<file path="src/rtl/ov7670_frame_writer.sv">
// ov7670_frame_writer
//   Captures the OV7670 RGB565 byte stream and decimates the source image by
//   2^SCALE_SHIFT in both axes. Each kept pixel is sent to the frame-RAM write
//   port as a linear address (row*IMAGE_SIZE_H + col) with RGB444 data.
// Ports
//   clk, rst_n       camera pclk; asynchronous active-low reset
//   vsync, href, din camera frame/line strobes and data byte
//   we/waddr/wdata   frame-RAM write port (one strobe per stored pixel)
//   frame_done       one-cycle pulse when a captured frame ends
//   busy             high while a frame is being captured
module ov7670_frame_writer #(
  parameter int IMAGE_SIZE_H = 160,
  parameter int IMAGE_SIZE_V = 120,
  parameter int SRC_H        = 640,
  parameter int SRC_V        = 480,
  parameter int SCALE_SHIFT  = 2
) (
  input  logic        clk,
  input  logic        rst_n,
  input  logic        vsync,
  input  logic        href,
  input  logic [7:0]  din,
  output logic        we,
  output logic [15:0] waddr,
  output logic [11:0] wdata,
  output logic        frame_done,
  output logic        busy
);

  localparam int XW = $clog2(SRC_H + 1);
  localparam int YW = $clog2(SRC_V + 1);
  localparam logic [XW-1:0] SRC_H_X = XW'(SRC_H);
  localparam logic [YW-1:0] SRC_V_Y = YW'(SRC_V);
  localparam logic [XW-1:0] IMG_H_X = XW'(IMAGE_SIZE_H);
  localparam logic [YW-1:0] IMG_V_Y = YW'(IMAGE_SIZE_V);
  localparam logic [XW-1:0] X_MASK  = XW'((1 << SCALE_SHIFT) - 1);
  localparam logic [YW-1:0] Y_MASK  = YW'((1 << SCALE_SHIFT) - 1);

  typedef enum logic [1:0] {WAIT_VS, WAIT_FRAME, CAPTURE} state_t;

  state_t          state, state_nxt;
  logic            vs_d, hr_d;
  logic [XW-1:0]   x;
  logic [YW-1:0]   y;
  logic            phase;
  // Only the high-byte bits that reach RGB444: {R[4:1], G[5:3]}
  logic [6:0]      hi;

  logic            vs_rise, vs_fall, hr_rise, hr_fall;
  logic            cap_start, cap_end, in_cap, ph_eff, pix_done;
  logic            x_ok, y_ok, keep;
  logic [15:0]     waddr_nxt;
  logic [11:0]     wdata_nxt;

  assign vs_rise = vsync & ~vs_d;
  assign vs_fall = ~vsync & vs_d;
  assign hr_rise = href & ~hr_d;
  assign hr_fall = ~href & hr_d;

  always_comb begin
    state_nxt = state;
    cap_start = 1'b0;
    cap_end   = 1'b0;
    busy      = 1'b0;
    case (state)
      WAIT_VS:    if (vsync) state_nxt = WAIT_FRAME;
      WAIT_FRAME: if (vs_fall) begin
                    state_nxt = CAPTURE;
                    cap_start = 1'b1;
                  end
      CAPTURE: begin
        busy = 1'b1;
        if (vs_rise) begin
          state_nxt = WAIT_FRAME;
          cap_end   = 1'b1;
        end
      end
      default:    state_nxt = WAIT_VS;
    endcase
  end

  // Frame end takes priority: a byte landing on the vsync rise is dropped.
  assign in_cap   = (state == CAPTURE) && !vs_rise;
  // A new line always starts with a high byte, whatever the last line left.
  assign ph_eff   = hr_rise ? 1'b0 : phase;
  assign pix_done = in_cap && href && ph_eff;
  assign x_ok     = x < SRC_H_X;
  assign y_ok     = y < SRC_V_Y;
  assign keep     = pix_done && x_ok && y_ok &&
                    ((x & X_MASK) == '0) && ((y & Y_MASK) == '0) &&
                    ((x >> SCALE_SHIFT) < IMG_H_X) &&
                    ((y >> SCALE_SHIFT) < IMG_V_Y);

  assign waddr_nxt = 16'(y >> SCALE_SHIFT) * 16'(IMAGE_SIZE_H) +
                     16'(x >> SCALE_SHIFT);
  // {hi,din} is RGB565; keep the top 4 bits of each channel.
  assign wdata_nxt = {hi[6:3], hi[2:0], din[7], din[4:1]};

  always_ff @(posedge clk or negedge rst_n) begin
    if (!rst_n) state <= WAIT_VS;
    else        state <= state_nxt;
  end

  always_ff @(posedge clk or negedge rst_n) begin
    if (!rst_n) begin
      vs_d       <= 1'b0;
      hr_d       <= 1'b0;
      x          <= '0;
      y          <= '0;
      phase      <= 1'b0;
      hi         <= '0;
      we         <= 1'b0;
      waddr      <= '0;
      wdata      <= '0;
      frame_done <= 1'b0;
    end else begin
      vs_d       <= vsync;
      hr_d       <= href;
      we         <= keep;
      frame_done <= cap_end;
      if (keep) begin
        waddr <= waddr_nxt;
        wdata <= wdata_nxt;
      end
      if (cap_start) begin
        x     <= '0;
        y     <= '0;
        phase <= 1'b0;
      end else if (in_cap) begin
        if (href) begin
          if (!ph_eff) begin
            hi    <= {din[7:4], din[2:0]};
            phase <= 1'b1;
          end else begin
            phase <= 1'b0;
            if (x_ok) x <= x + 1'b1;
          end
        end else if (hr_fall) begin
          x <= '0;
          if (y_ok) y <= y + 1'b1;
        end
      end
    end
  end

endmodule

</file>
<file path="config.mk">
export PLATFORM = sky130hd
export DESIGN_NAME = ov7670_frame_writer
export DESIGN_NICKNAME = d
export VERILOG_FILES = /design/src/rtl/ov7670_frame_writer.sv
export SDC_FILE = /design/constraint.sdc
export NUM_CORES = 1
export LEC_CHECK = 0
export BUFFER_PORTS_ARGS = -buffer_cell sky130_fd_sc_hd__buf_2
export CAP_MARGIN = 10
export CORE_ASPECT_RATIO = 1.5
export CORE_MARGIN = 1
export CORE_UTILIZATION = 47
export DETAILED_ROUTE_END_ITERATION = 6
export PLACE_DENSITY = 0.74
export RECOVER_POWER = 50
export REMOVE_ABC_BUFFERS = 1
export SLEW_MARGIN = 20
export SYNTH_ARGS = -nofsm -noshare
export SYNTH_HDL_FRONTEND = slang
export SYNTH_SLANG_ARGS = --single-unit
</file>
<file path="constraint.sdc">
create_clock -name clk -period 2.8 [get_ports clk]
set_input_delay 0.28 -clock clk [delete_from_list [all_inputs] [get_ports clk]]
set_output_delay 0.28 -clock clk [all_outputs]
set_load 0.03 [all_outputs]
</file>
==> metrics <==
dpl cell area 0.00345 mm^2; total routed wirelength 5650 um; fmax 373 MHz; Reg2Reg Depth 8; CTS root buf clkbuf_8; Seq/Total Area, Yosys 49.1%; met1 usage 21.5%; Synth Flop Type dfrtp_1; crit path cell chain ha_1 -> ha_1 -> fa_1 -> xor2_2 -> o2111ai_2 -> or3_1 -> or4b_1 -> nand3_1; nets 352; TNS Setup 0 ns; vias in the first global route 2,161; Area Growth Syn to Fin 16.1%; Buf+Inv Stages, Crit Path 0; GRT Total Usage 19.0%; Worst R2R Setup Slack 0.12 ns; number of cells upsized or downsized after cts 0; CTS tree yes; Core Box Area 0.00626 mm^2; row count 35; cell taking the most area after synthesis dfrtp_1; Critical Path End Type flip-flop; Synth area leaders dfrtp_1, mux2_2, ha_1, nor2_1, xnor2_1; PortBufs 42; CP Launch Type flip-flop; Worst-Skew Late Latency 0.35 ns; slowest stage cell, crit path or4b_1; pwr/cell area 560 mW/mm^2; VDD IR max 0.432 mV; remaining global-route overflow 0; post-synthesis cell area 0.00311 mm^2; global-route wire length before repair 9710 um; largest net degree at the start of global routing 62; Top-Level Pins 43; fin crit share 95.8%; initial antenna violation count 0; diodes inserted 0; Reg-to-Reg Start y[3]; CP startpoint y[3]; # fillers 542; remaining antenna violation count 0; worst rel slew slack 1.00%; CTS clk-pin slew, worst paths 0.07 ns; hold depth 1; post-synthesis cell type count 49; met3 GRT Util 5.41%; busiest layer in global routing met2; Syn. warnings 0; via count 2,142; hold wc startpoint vsync; hold_buf cts 0; CP Class flip-flop to flip-flop; Mapped Avg Cell Area 11.7 um^2; DR iter-0 viols 109; reg-to-reg endpoint waddr[13]; FFs w/ async S/R, synth 100%; #FFs+latches synth 61; Hold Path Sink vs_d; critical path peak fanout 3; hold crit path type primary input to flip-flop; Min Hold Slack 0.128 ns; RSZ-0062 raised after global routing false; Die Ht 102 um; design area 0.00361 mm^2; Yosys top cell area share 49.1%; max-slew violation count 0; clk sinks 61; M2 GR Usage 32.7%; Least-Margin Pin Slew 1.48 ns; RD Place Congestion 0.764; DRC 0; CP most frequent cell ha_1; Post-Syn Instances 265; critical path's top delay family adder cells; share of cells above drive strength 1 28.8%; Initial Util 49.6%; min cycle time layout 2.68 ns; Post-synth EDFFs 0; Crit path depth 8; Final Hold Viols 0; die area 0.00695 mm^2; CP required 3.08 ns; final setup violation count 0; routed wire length per instance 14.1 um; Post-Route Skew 0.0115 ns; CTS H-tree depth 3; Die Wd 68.4 um; Max-Cap Viols 0; dpl hpwl 4090 um; Design Power 2.02 mW; Via density 5.36; Clock Path Buffers 2; status finished clean; CP max stage delay 0.47 ns; Pleak 1.82 nW; Arr. time, crit path 2.96 ns; Inserted Clock Buffers 9; router iterations before antenna repair 4
==> placed cells by master (no fill, tap or decap), types with 2 or more instances in the layout <==
cell type | Yosys | final
a211oi_1 | 2 | 2
a211oi_2 | 2 | 2
a21o_1 | 3 | 3
a21oi_1 | 10 | 10
a31o_1 | 2 | 2
a31oi_1 | 2 | 2
and3_1 | 5 | 5
buf_2 | 3 | 29
buf_4 | 3 | 9
clkbuf_1 | 2 | 14
clkbuf_8 | 0 | 9
clkinv_2 | 0 | 2
clkinv_4 | 0 | 2
clkinvlp_4 | 0 | 2
dfrtp_1 | 61 | 61
fa_1 | 2 | 2
ha_1 | 17 | 17
inv_1 | 11 | 11
mux2_2 | 28 | 28
mux2i_1 | 2 | 2
nand2_1 | 8 | 8
nand2b_1 | 4 | 4
nand3_1 | 6 | 6
nand4_1 | 7 | 7
nor2_1 | 28 | 28
nor2b_1 | 7 | 7
nor3_1 | 2 | 2
nor3b_1 | 2 | 2
o21ai_0 | 5 | 5
xnor2_1 | 10 | 10
xor2_1 | 9 | 9
==> how the worst max path moves through the flow <==
stage	slack, ns	endpoint
after CTS	0.05	waddr[13]
final	0.12	waddr[13]
after floorplan	-0.23	x[7]
after global routing	0.0008	waddr[13]
after global placement	0.16	waddr[13]
after detailed placement	0.07	waddr[13]
==> kinds of logic (layout without fill, tap and decap cells) <==
family | after synthesis | after routing | share of synthesized area, %
XOR/XNOR | 20 | 20 | 5.88
buffers and inverters | 19 | 80 | 2.78
AND/OR/NAND/NOR | 80 | 80 | 14.6
flip-flops | 61 | 61 | 49.1
multiplexers | 31 | 31 | 11.2
adder cells (fa/ha/maj) | 19 | 19 | 8.14
AO/OA/AOI/OAI | 35 | 35 | 8.34
==> area by class of cell <==
type	count	area (um^2)	share of cell area, %
Tap cell	74	92.6	2.57
Clock inverter	7	51.3	1.42
Clock buffer	9	124	3.44
Sequential cell	61	1530	42.3
Inverter	11	41.3	1.15
Multi-Input combinational cell	185	1500	41.6
Timing Repair Buffer	53	270	7.49
==> layer usage <==
metal / up-vias / wire length [um]
li1: 1047 / -
met1: 1054 / 2280
met2: 33 / 3110
met3: 8 / 167
met4: 0 / 85
met5: - / 0
==> state kept, by name (all words and copies together), names as in the netlist <==
signal	cells
x	10
hi	7
we	1
y	9
frame_done	1
phase	1
vs_d	1
wdata	12
waddr	16
state	2
hr_d	1
==> cells in the mapped netlist, types with 2 or more instances <==
cell      instances
nand2_1           8
ha_1             17
nor3b_1           2
mux2i_1           2
nand4_1           7
and3_1            5
nor2b_1           7
a211oi_1          2
a21o_1            3
buf_2             3
o21ai_0           5
buf_4             3
a31o_1            2
dfrtp_1          61
clkbuf_1          2
fa_1              2
a21oi_1          10
xor2_1            9
xnor2_1          10
inv_1            11
nand3_1           6
mux2_2           28
nor3_1            2
a211oi_2          2
nand2b_1          4
nor2_1           28
a31oi_1           2
==> report_power, final <==
group / internal, mW / leakage [nW] / switching, mW
logic: 0.116 / 0.913 / 0.184
registers: 0.978 / 0.826 / 0.0587
clock network: 0.323 / 0.0856 / 0.360
==> stage by stage <==
step,utilization (%),setup slack (ns),std cells
6_report,57.6,0.117,400
5_1_grt,57.6,0.000762,400
4_1_cts,57.8,0.0533,399
3_5_place_dp,55.0,0.0723,383
3_3_place_gp,55.0,0.159,383
2_1_floorplan,-,-0.229,257
==> repair_timing <==
| action | 4_1_cts | 5_1_grt |
|---|---|---|
| hold endpoints to repair | 0 | 0 |
| endpoints found under the setup margin | 0 | 1 |
| buffers inserted | 0 | 1 |
Note: power is estimated with default switching activity, not from simulation.
